## config.mk

```make
export PLATFORM = sky130hd
export DESIGN_NAME = transmit_window
export DESIGN_NICKNAME = d
export VERILOG_FILES = /design/src/rtl/transmit_pkg.sv /design/src/rtl/transmit_window.sv
export SDC_FILE = /design/constraint.sdc
export NUM_CORES = 1
export LEC_CHECK = 0
export ABC_AREA = 1
export BUFFER_PORTS_ARGS = -buffer_cell sky130_fd_sc_hd__buf_2
export CAP_MARGIN = 30
export CORE_ASPECT_RATIO = 0.6
export CORE_MARGIN = 1.5
export CORE_UTILIZATION = 25
export DETAILED_ROUTE_END_ITERATION = 10
export PLACE_DENSITY = 0.46
export SLEW_MARGIN = 20
export SYNTH_ARGS = -nofsm -noshare
export SYNTH_HDL_FRONTEND = slang
export SYNTH_SLANG_ARGS = --single-unit
```

## constraint.sdc

```tcl
create_clock -name clk -period 2.5 [get_ports clk]
set_clock_uncertainty 0.2 [all_clocks]
set_input_delay 0.5 -clock clk [delete_from_list [all_inputs] [get_ports clk]]
set_output_delay 0.5 -clock clk [all_outputs]
set_load 0.01 [all_outputs]
```

## src/rtl/transmit_pkg.sv

```systemverilog
// Shared definitions for the capture-memory transmit window: FSM encoding,
// default header word and a depth helper.
package transmit_pkg;

    typedef enum logic [2:0] {
        ST_IDLE  = 3'd0,
        ST_HDR   = 3'd1,
        ST_FETCH = 3'd2,
        ST_LOAD  = 3'd3,
        ST_SEND  = 3'd4,
        ST_DONE  = 3'd5
    } tx_state_e;

    localparam logic [7:0] HEADER_DEFAULT = 8'hA5;

    function automatic int unsigned depth_of(input int unsigned addr_w);
        return 32'd1 << addr_w;
    endfunction

endpackage

```

## src/rtl/transmit_window.sv

```systemverilog
// Streams a window of capture memory (optionally header-prefixed) to a transmitter while granted.
// Latency: 3 cycles from an accepted word to the next valid word (FETCH, LOAD, SEND entry).
// Backpressure: tx_data/tx_data_valid held stable until tx_data_ack; grant loss aborts the dump.
module transmit_window
    import transmit_pkg::*;
#(
    parameter int                DATA_W      = 8,
    parameter int                ADDR_W      = 10,
    parameter logic [DATA_W-1:0] HEADER_WORD = DATA_W'(HEADER_DEFAULT)
) (
    input  logic              clk,
    input  logic              rst,
    input  logic              grant,
    input  logic [ADDR_W-1:0] start_addr,
    input  logic [ADDR_W-1:0] length,
    input  logic              header_en,
    output logic              done,
    output logic              aborted,
    output logic [DATA_W-1:0] tx_data,
    output logic              tx_data_valid,
    input  logic              tx_data_ack,
    output logic [ADDR_W-1:0] rd_addr,
    input  logic [DATA_W-1:0] rd_data
);

    localparam logic [ADDR_W:0] DEPTH_CNT = (ADDR_W+1)'(depth_of(ADDR_W));

    tx_state_e       state, state_nxt;
    logic [ADDR_W:0] remaining;
    logic            start_dump;
    logic            abort_dump;
    logic            xfer;
    logic            send_xfer;
    logic            last_word;

    assign tx_data_valid = (state == ST_HDR) || (state == ST_SEND);
    assign done          = (state == ST_DONE);
    assign xfer          = tx_data_valid && tx_data_ack;
    assign last_word     = (remaining == (ADDR_W+1)'(1));
    assign send_xfer     = (state == ST_SEND) && grant && xfer;

    always_comb begin
        state_nxt  = state;
        start_dump = 1'b0;
        abort_dump = 1'b0;
        case (state)
            ST_IDLE: begin
                if (grant) begin
                    start_dump = 1'b1;
                    state_nxt  = header_en ? ST_HDR : ST_FETCH;
                end
            end
            ST_HDR: begin
                if (!grant)    abort_dump = 1'b1;
                else if (xfer) state_nxt  = ST_FETCH;
            end
            ST_FETCH: begin
                if (!grant) abort_dump = 1'b1;
                else        state_nxt  = ST_LOAD;
            end
            ST_LOAD: begin
                if (!grant) abort_dump = 1'b1;
                else        state_nxt  = ST_SEND;
            end
            ST_SEND: begin
                if (!grant)    abort_dump = 1'b1;
                else if (xfer) state_nxt  = last_word ? ST_DONE : ST_FETCH;
            end
            ST_DONE: begin
                if (!grant) state_nxt = ST_IDLE;
            end
            default: state_nxt = ST_IDLE;
        endcase
        if (abort_dump) state_nxt = ST_IDLE;
    end

    always_ff @(posedge clk or negedge rst) begin
        if (!rst) begin
            state     <= ST_IDLE;
            rd_addr   <= '0;
            remaining <= '0;
            tx_data   <= '0;
            aborted   <= 1'b0;
        end else begin
            state   <= state_nxt;
            aborted <= abort_dump;
            if (start_dump) begin
                rd_addr   <= start_addr;
                remaining <= (length == '0) ? DEPTH_CNT : {1'b0, length};
                if (header_en) tx_data <= HEADER_WORD;
            end
            if ((state == ST_LOAD) && grant) tx_data <= rd_data;
            // Address stays on the final word so it names the last location sent.
            if (send_xfer) begin
                remaining <= remaining - (ADDR_W+1)'(1);
                if (!last_word) rd_addr <= rd_addr + ADDR_W'(1);
            end
        end
    end

endmodule

```

==> results of run 1 <==
-- final timing paths --
check                           slack [ns]       endpoint    startpoint
worst max-delay path                  0.48  tx_data_valid      state[0]
worst min-delay path                  0.11   remaining[0]           rst
worst max register to register        0.71     rd_addr[7]  remaining[6]
worst min register to register        0.29     tx_data[2]    tx_data[2]
max in group asynchronous             1.50     tx_data[7]           rst
min in group clk                      0.25     tx_data[7]    rd_data[7]
-- cells in the mapped netlist (all sizes together) --
library cell | n | area share [%]
nand2 | 115 | 21
buf | 4 | 1.4
xnor2 | 2 | 0.83
nand3b | 1 | 0.36
nor4 | 1 | 0.30
a21boi | 1 | 0.53
o21ai | 15 | 3.6
nand4 | 4 | 1.5
ha | 3 | 1.8
inv | 41 | 7.3
xor2 | 4 | 1.7
nor3b | 1 | 0.36
nor3 | 3 | 0.71
nand3 | 32 | 7.6
o21bai | 1 | 0.36
o211ai | 4 | 1.4
a21oi | 3 | 0.71
dfrtp | 33 | 39
nor2 | 39 | 9.1
-- metal layers --
metal	GRT usage, %	up-vias
li1	-	1073
met1	20.1	947
met2	20.8	54
met3	3.83	5
met4	4.71	0
met5	0	-
-- stage by stage --
step	hold WS (ns)	instance area, µm²	util, %	setup slack (ns)	std cells
CTS	0.137	2620	32.8	0.486	472
finish	0.105	2620	32.8	0.484	472
floorplan	0.00441	2110	-	0.940	307
global placement	0.275	2480	31.0	0.650	464
global route	0.187	2620	32.8	0.400	472
detailed placement	0.290	2480	31.0	0.624	464
-- power breakdown --
| part | total (µW) | leakage (µW) | internal (µW) | switching (µW) |
|---|---|---|---|---|
| registers | 1040 | 0.000405 | 773 | 266 |
| logic | 1330 | 0.000984 | 500 | 829 |
| clock network | 596 | 0.0000696 | 365 | 232 |
-- critical path: cells and delay by family (launching register included) --
| family | cells | cell delay (ns) |
|---|---|---|
| flip-flops | 1 | 0.48 |
| AND/OR/NAND/NOR | 3 | 0.43 |
| buffers and inverters | 1 | 0.13 |
-- registers in the layout (all words and copies together), names as in the netlist --
| signal | flops |
|---|---|
| remaining | 11 |
| aborted | 1 |
| state | 3 |
| tx_data | 8 |
| rd_addr | 10 |
-- logic make-up (layout without fill, tap and decap cells) --
group                    after synthesis  count (layout)
AO/OA/AOI/OAI                         24              24
XOR/XNOR                               6               6
adder cells (fa/ha/maj)                3               3
buffers and inverters                 45             102
flip-flops                            33              33
AND/OR/NAND/NOR                      196             196
-- final cells by class --
class	count	share of cell area [%]
Sequential cell	33	31.5
Tap cell	108	5.15
Clock buffer	5	4.77
Multi-Input combinational cell	229	41.9
Timing Repair Buffer	53	10.1
Inverter	41	5.87
Clock inverter	3	0.668
==> impl_metrics.yaml, run 1 <==
critical_path:
  arrival_ns: 1.32
  cpPeakStageDelay_ns: 0.48
  path_cells: "nor2_4 -> nand2_2 -> nand2_1 -> buf_2"
  critPathRequiredTime_ns: 1.80
  cp_slowest_cell: "dfrtp_1"
  crit_path_max_fanout: 8
  worstSetupEndpointType: "output port"
  reg2reg_depth: 8
  crit_type: "flip-flop to output port"
  start_kind: "flip-flop"
pwr:
  p_per_area_nw_per_um2: 1130
  worst_ir_drop_vdd_mv: 0.382
  finalPower_uw: 2960
  leakagePower_uw: 0.00146
outcome:
  outcome: "complete, no violations"
placement:
  gp_congestion: 0.801
  numPortBuffers: 53
  dp_hpwl_um: 4320
yosys:
  syn-num-nets: 343
  synth_top_family_by_area: "simple AND/OR/NAND/NOR gates"
  synth-compound-area-share_pct: 6.59
  avgSynthCellArea_um2: 6.87
  synth-simple-area-share_pct: 41.3
  syn_inst: 307
  yosysSeqAreaShare_pct: 39.2
  synth_adder_area_share_pct: 1.78
  ys_types: 29
  syn_area_um2: 2110
  synthMuxAreaShare_pct: 0
  synth-xor-area-share_pct: 2.49
  synth_seq_cells: 33
  synth_warnings: 0
global_routing:
  grt_first_pass_wirelength_um: 9800
  overflow: 0
  track_usage_pct: 14.1
  grt_pass1_vias: 2065
  grt_max_degree: 34
  antenna_found_initial: 0
routing:
  highest_layer: "met4"
  wl_met2_um: 2260
  wl_met3_um: 323
  ant_nets: 0
  m1WireLength_um: 3090
  vias: 2079
  drcViolationCount: 0
  drtPass1Iterations: 4
  drt_iter0_markers: 96
  avgRoutedWirePerCell_um: 12.1
  drt_wl_total_um: 5730
  viasPerCell: 4.40
sta:
  max_slew.worst_pin.slew_ns: 0.781
  min_period_ns: 2.02
  slew_violations: 0
  slew_headroom_pct: 47.9
  finalHoldViolCount: 0
  tns_ns: 0
  finalCritPeriodShare_pct: 80.6
  final-setup-viol-count: 0
  rsz0062_at_grt: "no"
  fmax_mhz: 496
floorplanning:
  die-height_um: 74.1
  core_area_um2: 8010
  die_w_um: 122
  start_util_pct: 26.3
  io_pins: 54
  dieArea_um2: 9010
  rows: 25
layout:
  final_cell_mix: "nand2_1, buf_2, inv_1, nor2_1, dfrtp_1"
  final_common_cell: "nand2_1"
  num-fill-cells: 902
  multi_input_area_um2: 1100
  area_delta_synth_final_pct: 24.4
  regArea_um2: 826
  nNetsFinal: 399
  drive_above_1_share_pct: 20.9
  antenna_cells: 0
cts:
  cts_root_buffer: "clkbuf_16"
  post_cts_buffers: 0
  clock_latency_ns: 0.28
  cts_sinks: 33
  cts-resized-gates: 0
  cts_tree: "built"
  htree_levels: 2
  cts-buffers-inserted: 5
  path_clk_slew_ns: 0.05
  clock_path_buffers: 2
  cts_hold_buf: 0
hold_path:
  min-delay-path-class: "input port to asynchronous set/reset pin"
job:
  maxCapViolCount: 0
(Power assumes the default switching activity.)
==> inputs of run 2 (changes only) <==
==> constraint.sdc (replaced) <==
create_clock -name clk -period 2.06 [get_ports clk]
set_clock_uncertainty 0.2 [all_clocks]
set_input_delay 0.412 -clock clk [delete_from_list [all_inputs] [get_ports clk]]
set_output_delay 0.412 -clock clk [all_outputs]
set_load 0.01 [all_outputs]
==> run 2 against run 1 <==
Net effect: utilization is 0.62 points higher; combinational power increased by 22%; sequential power up 21%; critical endpoint unchanged; highest routed layer unchanged.
==> impl_metrics.yaml, run 2 (synthesis gave the netlist of run 1 again) <==
routing:
  drcViolationCount: 0
  ant_nets: 0
  viasPerCell: 4.38
  drt_wl_total_um: 5640
  avgRoutedWirePerCell_um: 11.9
  vias: 2079
  drtPass1Iterations: 4
  drt_iter0_markers: 130
placement:
  place_inst: 467
  dp_hpwl_um: 4340
  gp_congestion: 0.840
  numPortBuffers: 53
sta:
  fmax_mhz: 527
  rsz0062_at_grt: "no"
  whs_ns: 0.162
  tns_ns: 0
  min_period_ns: 1.90
  max_slew.worst_pin.slew_ns: 0.452
  finalCritPeriodShare_pct: 92.1
  slew_violations: 0
  finalHoldViolCount: 0
  slew_headroom_pct: 69.9
  final-setup-viol-count: 0
layout:
  top_register: "remaining"
  area_delta_synth_final_pct: 26.8
  final_common_cell: "nand2_1"
  drive_above_1_share_pct: 21.3
  nNetsFinal: 403
  final_cell_mix: "nand2_1, buf_2, inv_1, nor2_1, dfrtp_1"
  largest_reg_flops: 11
  final_cells: 475
  num-fill-cells: 903
  antenna_cells: 0
  reg.largest.list: "remaining: 11 flops, rd_addr: 10 flops, tx_data: 8 flops"
critical_path:
  critPathRequiredTime_ns: 1.45
  reg2reg_depth: 8
  worstSetupEndpointType: "output port"
  r2r_start: "remaining[1]"
  arrival_ns: 1.29
  ff2ff_setup_slack_ns: 0.29
  r2r-end: "rd_addr[7]"
  crit_type: "flip-flop to output port"
  crit_path_max_fanout: 8
  start_kind: "flip-flop"
pwr:
  leakagePower_uw: 0.00149
  p_per_area_nw_per_um2: 1390
  worst_ir_drop_vdd_mv: 0.442
floorplanning:
  dieArea_um2: 9010
  rows: 25
  core_area_um2: 8010
  io_pins: 54
  start_util_pct: 26.3
  die_w_um: 122
  die-height_um: 74.1
cts:
  cts_root_buffer: "clkbuf_16"
  path_clk_slew_ns: 0.05
  cts-buffers-inserted: 5
  clock_latency_ns: 0.27
  clock_path_buffers: 2
  cts-resized-gates: 0
  post_cts_buffers: 0
  cts_sinks: 33
  cts_tree: "built"
  htree_levels: 2
global_routing:
  grt_max_degree: 34
  antenna_found_initial: 0
  track_usage_pct: 13.6
  grt_pass1_vias: 1974
  overflow: 0
  grt_first_pass_wirelength_um: 9540
hold_path:
  hold_path_depth: 3
  min_from: "rd_data[7]"
  hold_path_end: "tx_data[7]"
  min-delay-path-class: "input port to flip-flop"
job:
  maxCapViolCount: 0
outcome:
  outcome: "complete, no violations"
[run 2: worst max path at each step]
stage / to / cells after the start / from / slack [ns]
after floorplan: rd_addr[7] / 8 / state[0] / 0.52
after global placement: remaining[1] / 6 / state[0] / 0.30
after detailed placement: rd_addr[3] / 8 / grant / 0.29
after CTS: tx_data_valid / 4 / state[0] / 0.15
after global routing: tx_data_valid / 4 / state[0] / 0.12
final: tx_data_valid / 4 / state[0] / 0.16
[run 2: critical path, cell delays in order (launching register included)]
cell	delay, ns
dfrtp_1	0.48
nor2_4	0.18
nand2_2	0.12
nand2_1	0.10
buf_2	0.13
[run 2: per-stage QoR]
step	area, µm²	power, µW	util [%]	setup slack [ns]
final	2670	3710	33.4	0.162
after global routing	2670	4070	33.4	0.117
after CTS	2670	3750	33.4	0.147
after detailed placement	2500	2890	31.3	0.287
after global placement	2500	2900	31.3	0.301
after floorplan	2110	2370	-	0.519
[run 2: layout make-up]
type / count / area (µm²) / share of cell area [%]
multi-input cells: 229 / 1100 / 41.2
flip-flops and latches: 33 / 826 / 30.9
repair buffers: 57 / 298 / 11.1
inverters: 41 / 154 / 5.76
well taps: 108 / 135 / 5.06
clock buffers: 5 / 125 / 4.68
clock inverters: 2 / 35.0 / 1.31
[run 2: what timing repair did]
action                                  CTS  global route
endpoints found under the setup margin    0             0
endpoints found under the hold margin     7             0
hold buffers                              1             0
[run 2: power breakdown]
part	switching [µW]	total (µW)	internal (µW)	leakage [µW]
Combinational	1000	1620	614	0.00100
Clock	271	832	561	0.0000797
Sequential	324	1260	939	0.000405
Total	1600	3710	2110	0.00149
[run 2: layer usage]
layer / up-vias / global-route usage (%) / part of all wire [%]
met2: 62 / 19.1 / 39
met4: 0 / 2.75 / 0.53
met3: 5 / 3.37 / 6.3
met5: - / 0 / 0
li1: 1084 / - / -
met1: 928 / 20.8 / 54
==> inputs of run 3 (changes only) <==
--- a/config.mk
+++ b/config.mk
@@ -10,9 +10,10 @@
 export CAP_MARGIN = 30
 export CORE_ASPECT_RATIO = 0.6
 export CORE_MARGIN = 1.5
-export CORE_UTILIZATION = 25
+export CORE_UTILIZATION = 35
+export CTS_CLUSTER_DIAMETER = 120
 export DETAILED_ROUTE_END_ITERATION = 10
-export PLACE_DENSITY = 0.46
+export PLACE_DENSITY_LB_ADDON = 0.1
 export SLEW_MARGIN = 20
 export SYNTH_ARGS = -nofsm -noshare
 export SYNTH_HDL_FRONTEND = slang
==> run 3 against run 2 <==
Net effect: wire length down 6.4%; first-iteration DRC count down 1.5%; die area shrank 28%; design area decreased by 2.6%; clock-buffer cell count unchanged; sequential cell count stayed put; sequential share of layout area is 0.82 points higher; cell count shrank 5.9%; critical path depth unchanged; highest routed layer unchanged.
==> impl_metrics.yaml, run 3 (synthesis gave the netlist of run 1 again) <==
outcome:
  outcome: "complete, no violations"
pwr:
  worst_ir_drop_vdd_mv: 0.486
  p_per_area_nw_per_um2: 1390
  leakagePower_uw: 0.00147
placement:
  dp_hpwl_um: 4000
  gp_congestion: 0.793
  numPortBuffers: 53
  dp_slack_ns: 0.291
  place_inst: 438
cts:
  cts_tree: "built"
  clock_latency_ns: 0.28
  cts_root_buffer: "clkbuf_8"
  cts-buffers-inserted: 5
  clock_path_buffers: 2
  path_clk_slew_ns: 0.07
  htree_levels: 2
  cts_sinks: 33
  post_cts_buffers: 0
global_routing:
  grt_pass1_vias: 1880
  overflow: 0
  grt_max_degree: 34
  track_usage_pct: 17.6
  grt_first_pass_wirelength_um: 8830
  antenna_found_initial: 0
layout:
  top_register: "remaining"
  area_delta_synth_final_pct: 23.5
  final_cells: 447
  reg.largest.list: "remaining: 11 flops, rd_addr: 10 flops, tx_data: 8 flops"
  largest_reg_flops: 11
  antenna_cells: 0
  regArea_um2: 826
  utilization_pct: 45.7
  final_cell_mix: "nand2_1, buf_2, inv_1, nor2_1, dfrtp_1"
  final_common_cell: "nand2_1"
  multi_input_area_um2: 1100
  drive_above_1_share_pct: 21.3
  num-fill-cells: 607
  nNetsFinal: 402
sta:
  slew_headroom_pct: 70.2
  min_period_ns: 1.89
  finalHoldViolCount: 0
  fmax_mhz: 528
  setup_ws_ns: 0.168
  final-setup-viol-count: 0
  max_slew.worst_pin.slew_ns: 0.447
  finalCritPeriodShare_pct: 91.9
  rsz0062_at_grt: "no"
  slew_violations: 0
  tns_ns: 0
routing:
  drcViolationCount: 0
  vias: 2020
  ant_nets: 0
  avgRoutedWirePerCell_um: 11.8
  drt_wl_total_um: 5280
  viasPerCell: 4.52
  drt_iter0_markers: 128
  drtPass1Iterations: 4
hold_path:
  min-delay-path-class: "input port to flip-flop"
  hold_path_depth: 3
  min_from: "rd_data[2]"
  hold_path_end: "tx_data[2]"
floorplanning:
  rows: 21
  start_util_pct: 37.0
  die-height_um: 63.1
  io_pins: 54
  core_area_um2: 5700
  die_w_um: 103
  dieArea_um2: 6510
job:
  maxCapViolCount: 0
critical_path:
  worstSetupEndpointType: "output port"
  critPathRequiredTime_ns: 1.45
  crit_type: "flip-flop to output port"
  arrival_ns: 1.28
  start_kind: "flip-flop"
  r2r-end: "rd_addr[4]"
  reg2reg_depth: 8
  ff2ff_setup_slack_ns: 0.28
  crit_path_max_fanout: 8
  r2r_start: "remaining[1]"
-- run 3: critical path, cell delays in order (launching register included) --
cell     delay (ns)
dfrtp_1        0.48
nor2_4         0.17
nand2_2        0.12
nand2_1        0.10
buf_2          0.12
-- run 3: through the flow --
| stage | hold WS [ns] | power (µW) | area, µm² |
|---|---|---|---|
| 6_report | 0.157 | 3610 | 2600 |
| 5_1_grt | 0.175 | 3960 | 2600 |
| 4_1_cts | 0.146 | 3630 | 2600 |
| 3_5_place_dp | 0.275 | 2880 | 2460 |
| 3_3_place_gp | 0.276 | 2900 | 2460 |
| 2_1_floorplan | -0.0836 | 2370 | 2110 |
-- run 3: final cells by class --
cell class / count / share of cell area (%)
clock inverters: 3 / 2.50
multi-input cells: 229 / 42.2
repair buffers: 56 / 11.1
flip-flops and latches: 33 / 31.7
well taps: 80 / 3.84
clock buffers: 5 / 2.64
inverters: 41 / 5.91
-- run 3: report_power, final --
part	internal (µW)	switching, µW	total (µW)
combinational	624	1000	1620
sequential	937	318	1250
clock	481	253	734
-- run 3: how the worst max path moves through the flow --
stage,startpoint,end,cells after the start
floorplan,state[0],rd_addr[7],8
global placement,state[0],remaining[9],6
detailed placement,remaining[1],rd_addr[4],8
CTS,state[0],tx_data_valid,4
global route,state[0],tx_data_valid,4
finish,state[0],tx_data_valid,4
-- run 3: routing by layer --
| layer | wire (µm) | global-route usage [%] |
|---|---|---|
| met1 | 2980 | 28.2 |
| met2 | 2000 | 23.5 |
| met3 | 277 | 3.66 |
| met4 | 22 | 4.05 |
| met5 | 0 | 0 |
-- run 3: timing repair --
action / in CTS / in global routing
setup endpoints to repair: 0 / 0
hold buffers: 1 / 0
resized for setup: 0 / 0
hold endpoints to repair: 33 / 0
